**src/rtl/port_array_deser_pkg.sv**
```systemverilog
// Shared types for the port-array deserializer.
package port_array_deser_pkg;

    // Control states: collecting words, or a complete array is being presented.
    typedef enum logic [0:0] {
        FILL = 1'b0,
        FULL = 1'b1
    } state_t;

endpackage

```
**src/rtl/port_array_deser_if.sv**
```systemverilog
// Handshake bundle of the deserializer: serial word input and parallel array output.
interface port_array_deser_if #(
    parameter int nports = 2,
    parameter int nbits  = 32
);
    logic             in_val;
    logic             in_rdy;
    logic [nbits-1:0] in_msg;
    logic             out_val;
    logic             out_rdy;
    logic [nbits-1:0] out_msg [0:nports-1];

    // Producer of words / consumer of arrays.
    modport master (
        output in_val,
        output in_msg,
        output out_rdy,
        input  in_rdy,
        input  out_val,
        input  out_msg
    );

    // The deserializer itself.
    modport slave (
        input  in_val,
        input  in_msg,
        input  out_rdy,
        output in_rdy,
        output out_val,
        output out_msg
    );
endinterface

```
**src/rtl/port_array_deser_reg_en.sv**
```systemverilog
// Enable register used for one element of the assembled array.
module reg_en #(
    parameter int nbits = 32
) (
    input  logic             clk,
    input  logic             reset,
    input  logic             en,
    input  logic [nbits-1:0] d,
    output logic [nbits-1:0] q
);

    // Capture d when enabled; cleared asynchronously while reset is low.
    always_ff @(posedge clk or negedge reset) begin
        if (!reset) begin
            q <= {nbits{1'b0}};
        end else if (en) begin
            q <= d;
        end else begin
            q <= q;
        end
    end

endmodule

```
**src/rtl/port_array_deser.sv**
```systemverilog
// Serial-to-parallel deserializer: collects nports words and presents them as one array.
module port_array_deser
    import port_array_deser_pkg::*;
#(
    parameter int nports = 2,
    parameter int nbits  = 32
) (
    input  logic               clk,
    input  logic               reset,
    port_array_deser_if.slave  io
);

    localparam int              iw       = (nports > 1) ? $clog2(nports) : 1;
    localparam logic [iw-1:0]   idx_last = iw'(nports - 1);
    localparam logic [iw-1:0]   idx_zero = {iw{1'b0}};
    localparam logic [iw-1:0]   idx_one  = iw'(1);

    state_t              state_r;
    state_t              state_s;
    logic [iw-1:0]       idx_r;
    logic [iw-1:0]       idx_s;
    logic [iw-1:0]       wr_idx_s;
    logic                accept_s;
    logic                in_rdy_s;
    logic                out_val_s;
    logic [nports-1:0]   wr_en_s;

    // State and write-index registers; reset discards any partial or presented array.
    always_ff @(posedge clk or negedge reset) begin
        if (!reset) begin
            state_r <= FILL;
            idx_r   <= idx_zero;
        end else begin
            state_r <= state_s;
            idx_r   <= idx_s;
        end
    end

    // Next-state, handshake and element-write decode.
    always_comb begin
        state_s   = state_r;
        idx_s     = idx_r;
        wr_idx_s  = idx_zero;
        accept_s  = 1'b0;
        in_rdy_s  = 1'b0;
        out_val_s = 1'b0;
        case (state_r)
            FILL: begin
                in_rdy_s = 1'b1;
                accept_s = io.in_val;
                wr_idx_s = idx_r;
                if (io.in_val) begin
                    if (idx_r == idx_last) begin
                        idx_s   = idx_zero;
                        state_s = FULL;
                    end else begin
                        idx_s   = idx_r + idx_one;
                        state_s = FILL;
                    end
                end else begin
                    idx_s   = idx_r;
                    state_s = FILL;
                end
            end
            FULL: begin
                out_val_s = 1'b1;
                // Ready follows the consumer so a new array can start in the transfer cycle.
                in_rdy_s  = io.out_rdy;
                accept_s  = io.in_val && io.out_rdy;
                wr_idx_s  = idx_zero;
                if (io.out_rdy) begin
                    if (io.in_val) begin
                        if (nports == 1) begin
                            idx_s   = idx_zero;
                            state_s = FULL;
                        end else begin
                            idx_s   = idx_one;
                            state_s = FILL;
                        end
                    end else begin
                        idx_s   = idx_zero;
                        state_s = FILL;
                    end
                end else begin
                    idx_s   = idx_r;
                    state_s = FULL;
                end
            end
            default: begin
                idx_s   = idx_zero;
                state_s = FILL;
            end
        endcase
        for (int k = 0; k < nports; k++) begin
            wr_en_s[k] = accept_s && (wr_idx_s == iw'(k));
        end
    end

    // Handshake outputs are forced low for as long as reset is held.
    always_comb begin
        if (!reset) begin
            io.in_rdy  = 1'b0;
            io.out_val = 1'b0;
        end else begin
            io.in_rdy  = in_rdy_s;
            io.out_val = out_val_s;
        end
    end

    // One enable register per array element, all loaded from the serial input.
    for (genvar g = 0; g < nports; g++) begin : g_elem
        logic [nbits-1:0] q;

        reg_en #(
            .nbits (nbits)
        ) u_reg (
            .clk   (clk),
            .reset (reset),
            .en    (wr_en_s[g]),
            .d     (io.in_msg),
            .q     (q)
        );

        assign io.out_msg[g] = q;
    end

endmodule

```
**src/flat_wrapper.sv**
```systemverilog
// flat-port wrapper written by rule: the top's interface ports become plain ports
module port_array_deser_flat import port_array_deser_pkg::*;
#(
    parameter int nports = 2,
    parameter int nbits  = 32
)
  (clk, reset, io_in_val, io_in_msg, io_out_rdy, io_in_rdy, io_out_val, io_out_msg);
  port_array_deser_if #(.nports(nports), .nbits(nbits)) io_i ();
  input  logic clk;
  input  logic reset;
  input wire logic [$bits(io_i.in_val)-1:0] io_in_val;
  input wire logic [$bits(io_i.in_msg)-1:0] io_in_msg;
  input wire logic [$bits(io_i.out_rdy)-1:0] io_out_rdy;
  output wire logic [$bits(io_i.in_rdy)-1:0] io_in_rdy;
  output wire logic [$bits(io_i.out_val)-1:0] io_out_val;
  output wire logic [$bits(io_i.out_msg)-1:0] io_out_msg;
  assign io_i.in_val = io_in_val;
  assign io_i.in_msg = io_in_msg;
  assign io_i.out_rdy = io_out_rdy;
  assign io_in_rdy = io_i.in_rdy;
  assign io_out_val = io_i.out_val;
  assign io_out_msg = {>>{io_i.out_msg}};
  port_array_deser #(.nports(nports), .nbits(nbits)) u_core (.clk(clk), .reset(reset), .io(io_i));
endmodule
```
**config.mk**
```make
export PLATFORM = sky130hd
export DESIGN_NAME = port_array_deser_flat
export DESIGN_NICKNAME = d
export VERILOG_FILES = /design/src/rtl/port_array_deser_pkg.sv /design/src/rtl/port_array_deser_if.sv /design/src/rtl/port_array_deser_reg_en.sv /design/src/rtl/port_array_deser.sv /design/src/flat_wrapper.sv
export SDC_FILE = /design/constraint.sdc
export NUM_CORES = 1
export LEC_CHECK = 0
export ABC_CLOCK_PERIOD_IN_PS = 1350
export CORE_MARGIN = 8
export CORE_UTILIZATION = 40
export DETAILED_ROUTE_END_ITERATION = 10
export GPL_ROUTABILITY_DRIVEN = 0
export GPL_TIMING_DRIVEN = 0
export PLACE_DENSITY_LB_ADDON = 0.12
export SYNTH_ARGS = -nofsm -noshare
export SYNTH_HDL_FRONTEND = slang
export SYNTH_SLANG_ARGS = --single-unit
```
**constraint.sdc**
```tcl
create_clock -name clk -period 1.35 [get_ports clk]
set_input_delay 0.27 -clock clk [delete_from_list [all_inputs] [get_ports clk]]
set_output_delay 0.27 -clock clk [all_outputs]
set_load 0.01 [all_outputs]
```
==> qor.txt <==
routed len/inst: 17.7 µm
clock transition at the registers of the reported paths: 70 ps
Syn Area/Cell: 18.6 µm²
worst rel slew slack: 67.1%
IO Port Bufs: 101
cell-internal power: 7340 µW
Die Y: 98.9 µm
slowest library cell on the worst path: dfrtp_1
Root Buffer: clkbuf_8
CTS Sinks: 66
Top FF cell, synth: dfrtp_1
Setup WS pre-CTS: -697 ps
Gate power share: 48.7%
RSZ-0062 raised after global routing: true
worst hold slack: -140 ps
worst path cell trace: buf_6 -> and2_4 -> o21ai_4 -> buf_4 -> buf_12 -> mux2_4
Hold Violations, Final: 66
IR drop worst, VDD: 0.00106 V
Leakage: 0.00217 µW
Chip Width: 98.9 µm
Synth area leader: dfrtp_1
Slew Viols, Final: 0
buffer and inverter count on the worst path: 3
Syn Nets: 184
Post-synth top cells: 66 x dfrtp_1, 58 x mux2_4, 6 x buf_6, 6 x mux2_2
count leader, synth: dfrtp_1
Mapped Area: 2750 µm²
PwrDens: 2450 nW/µm²
Layout Cells excl Fill: 359
Yosys top cell area share: 60.1%
Worst-Margin Slew: 494 ps
Startpoint Class: flop
setup_tns: -4890 ps
Clk pwr share: 17.5%
nets@finish: 310
global-route wire length before repair: 10.2 mm
# DRC: 0
Post-synth EDFFs: 0
Longest Clk Path Bufs: 2
core area: 6720 µm²
period utilization: 111%
vias: 1681
Critical Path AT: 1710 ps
maxcap violations: 0
IO Count: 102
Yosys Warn Count: 0
Setup crit start: u_core.state_r
WP data required: 1560 ps
WS Path Type: reg2reg
Iter 0 DRT Violations: 28
maximum clock rate: 0.665 GHz
Final min period: 1500 ps
clock latency at the later pin of the worst-skew pair: 330 ps
Final WS setup: -154 ps
drt pass-1 iters: 4
sequential group share of total power: 33.9%
total net switching power: 3130 µW
effective utilization at floorplan: 40.9%
Layout Utilization: 63.6%
Inserted Diodes: 0
Post-Route WL: 6.34 mm
placed cell count: 329
Unique masters post-synth: 13
CTS tree: done
Setup Viol. Count Final: 62
Mapped Cells: 148
Critical Path End Type: flop
Rows: 30
CTS buffer count: 9
Worst Hold Class: in2async
outcome: finished with violations
Post-DP HPWL: 4.35 mm
post-route ant nets: 0
htree depth: 3
Post-synth ARST share: 100%
Reg2Reg Setup Slack: -150 ps
initial antenna violation count: 0
CP max stage delay: 390 ps
FF-to-FF Start: u_core.state_r
vias per cell: 4.68
critical path peak fanout: 10
vias in the first global route: 1868
post-synthesis register bit count: 66
switching portion of total power: 29.9%
Area Overhead vs Synth: 55.6%
total track usage: 13.5%
synth top area cells: dfrtp_1 60%, mux2_4 32%, buf_6 2.5%
delay-heaviest family, CP: buffers and inverters
failing checks: hold timing, setup timing
largest net degree at the start of global routing: 69
layout cell share with drive strength beyond 1: 38.0%
sequential element share of the synthesized area: 60.1%
Die ar.: 9780 µm²
GRT overflow: 0
clk_skew: 7.16 ps
-- final cells by class --
cell class                 instances  area [µm²]
fill                             537        2440
sequential                        66        1650
timing repair buffer             116        1170
multi-input combinational         76        1040
clock buffer                      11         141
buffer                             5         100
tap                               80         100
clock inverter                     5        77.6
-- through the flow --
stage          power [µW]  area, µm²
2_1_floorplan        6260       2750
3_3_place_gp         8810       3860
3_5_place_dp         8860       3860
4_1_cts             10500       4230
5_1_grt             11100       4280
6_report            10500       4280
-- state kept, by name, summed over array words and instances (netlist names) --
register / flops
u_core.state_r: 1
u_core.g_elem.u_reg.q: 64
u_core.idx_r: 1
-- cell families after synthesis --
family                 count (synthesis)  share of synthesized area [%]
AOI/OAI and AO/OA                      3                          0.956
buffers and inverters                  6                           2.46
DFF                                   66                           60.1
muxes                                 64                           34.2
and+or+nand+nor                        9                           2.32
-- routing by layer --
layer  GRT usage [%]  routed length (µm)
met4            6.02                  99
met3            5.21                 486
met1            17.1                2960
met5               0                   0
met2            20.1                2790
-- power by group through the flow --
stage	Clock [µW]	Combinational (µW)	Sequential, µW
floorplan	0	2230	4030
global placement	0	5190	3610
detailed placement	0	5260	3600
CTS	1880	5110	3550
global route	1980	5420	3690
finish	1830	5100	3550
-- path summary, 6_finish.rpt --
kind / end / cells after the start
min in group clk: u_core.idx_r / 3
setup reg to reg: u_core.g_elem[0].u_reg.q[26] / 6
hold / removal: u_core.g_elem[0].u_reg.q[13] / 1
hold reg to reg: u_core.g_elem[0].u_reg.q[20] / 1
setup / recovery: u_core.g_elem[0].u_reg.q[26] / 6
max in group asynchronous: u_core.g_elem[1].u_reg.q[0] / 1
-- worst reg2reg max path, stage by stage (launching register included) --
cell     delay, ps
dfrtp_1        390
buf_6          130
and2_4         130
o21ai_4        150
buf_4          140
buf_12         140
mux2_4         300
-- cells in the final DEF (no fill, tap or decap), types with 2 or more instances in the layout --
cell             instances
mux2_2                   4
and2_1                   2
buf_6                    9
clkdlybuf4s50_1         32
dlygate4sd2_1           65
mux2_4                  60
buf_4                    2
clkinv_2                 2
bufinv_16                2
nor2_1                   2
buf_12                   6
buf_16                   3
nand2_1                  2
dfrtp_1                 66
clkbuf_8                10
-- what timing repair did --
action | in CTS | in global routing
gates resized for setup | 95 | 9
buffers inserted | 10 | 1
pin swaps | 1 | 2
setup endpoints to repair | 112 | 66
cloned | 3 | 1
hold endpoints to repair | 66 | 66
(Power assumes the default switching activity.)
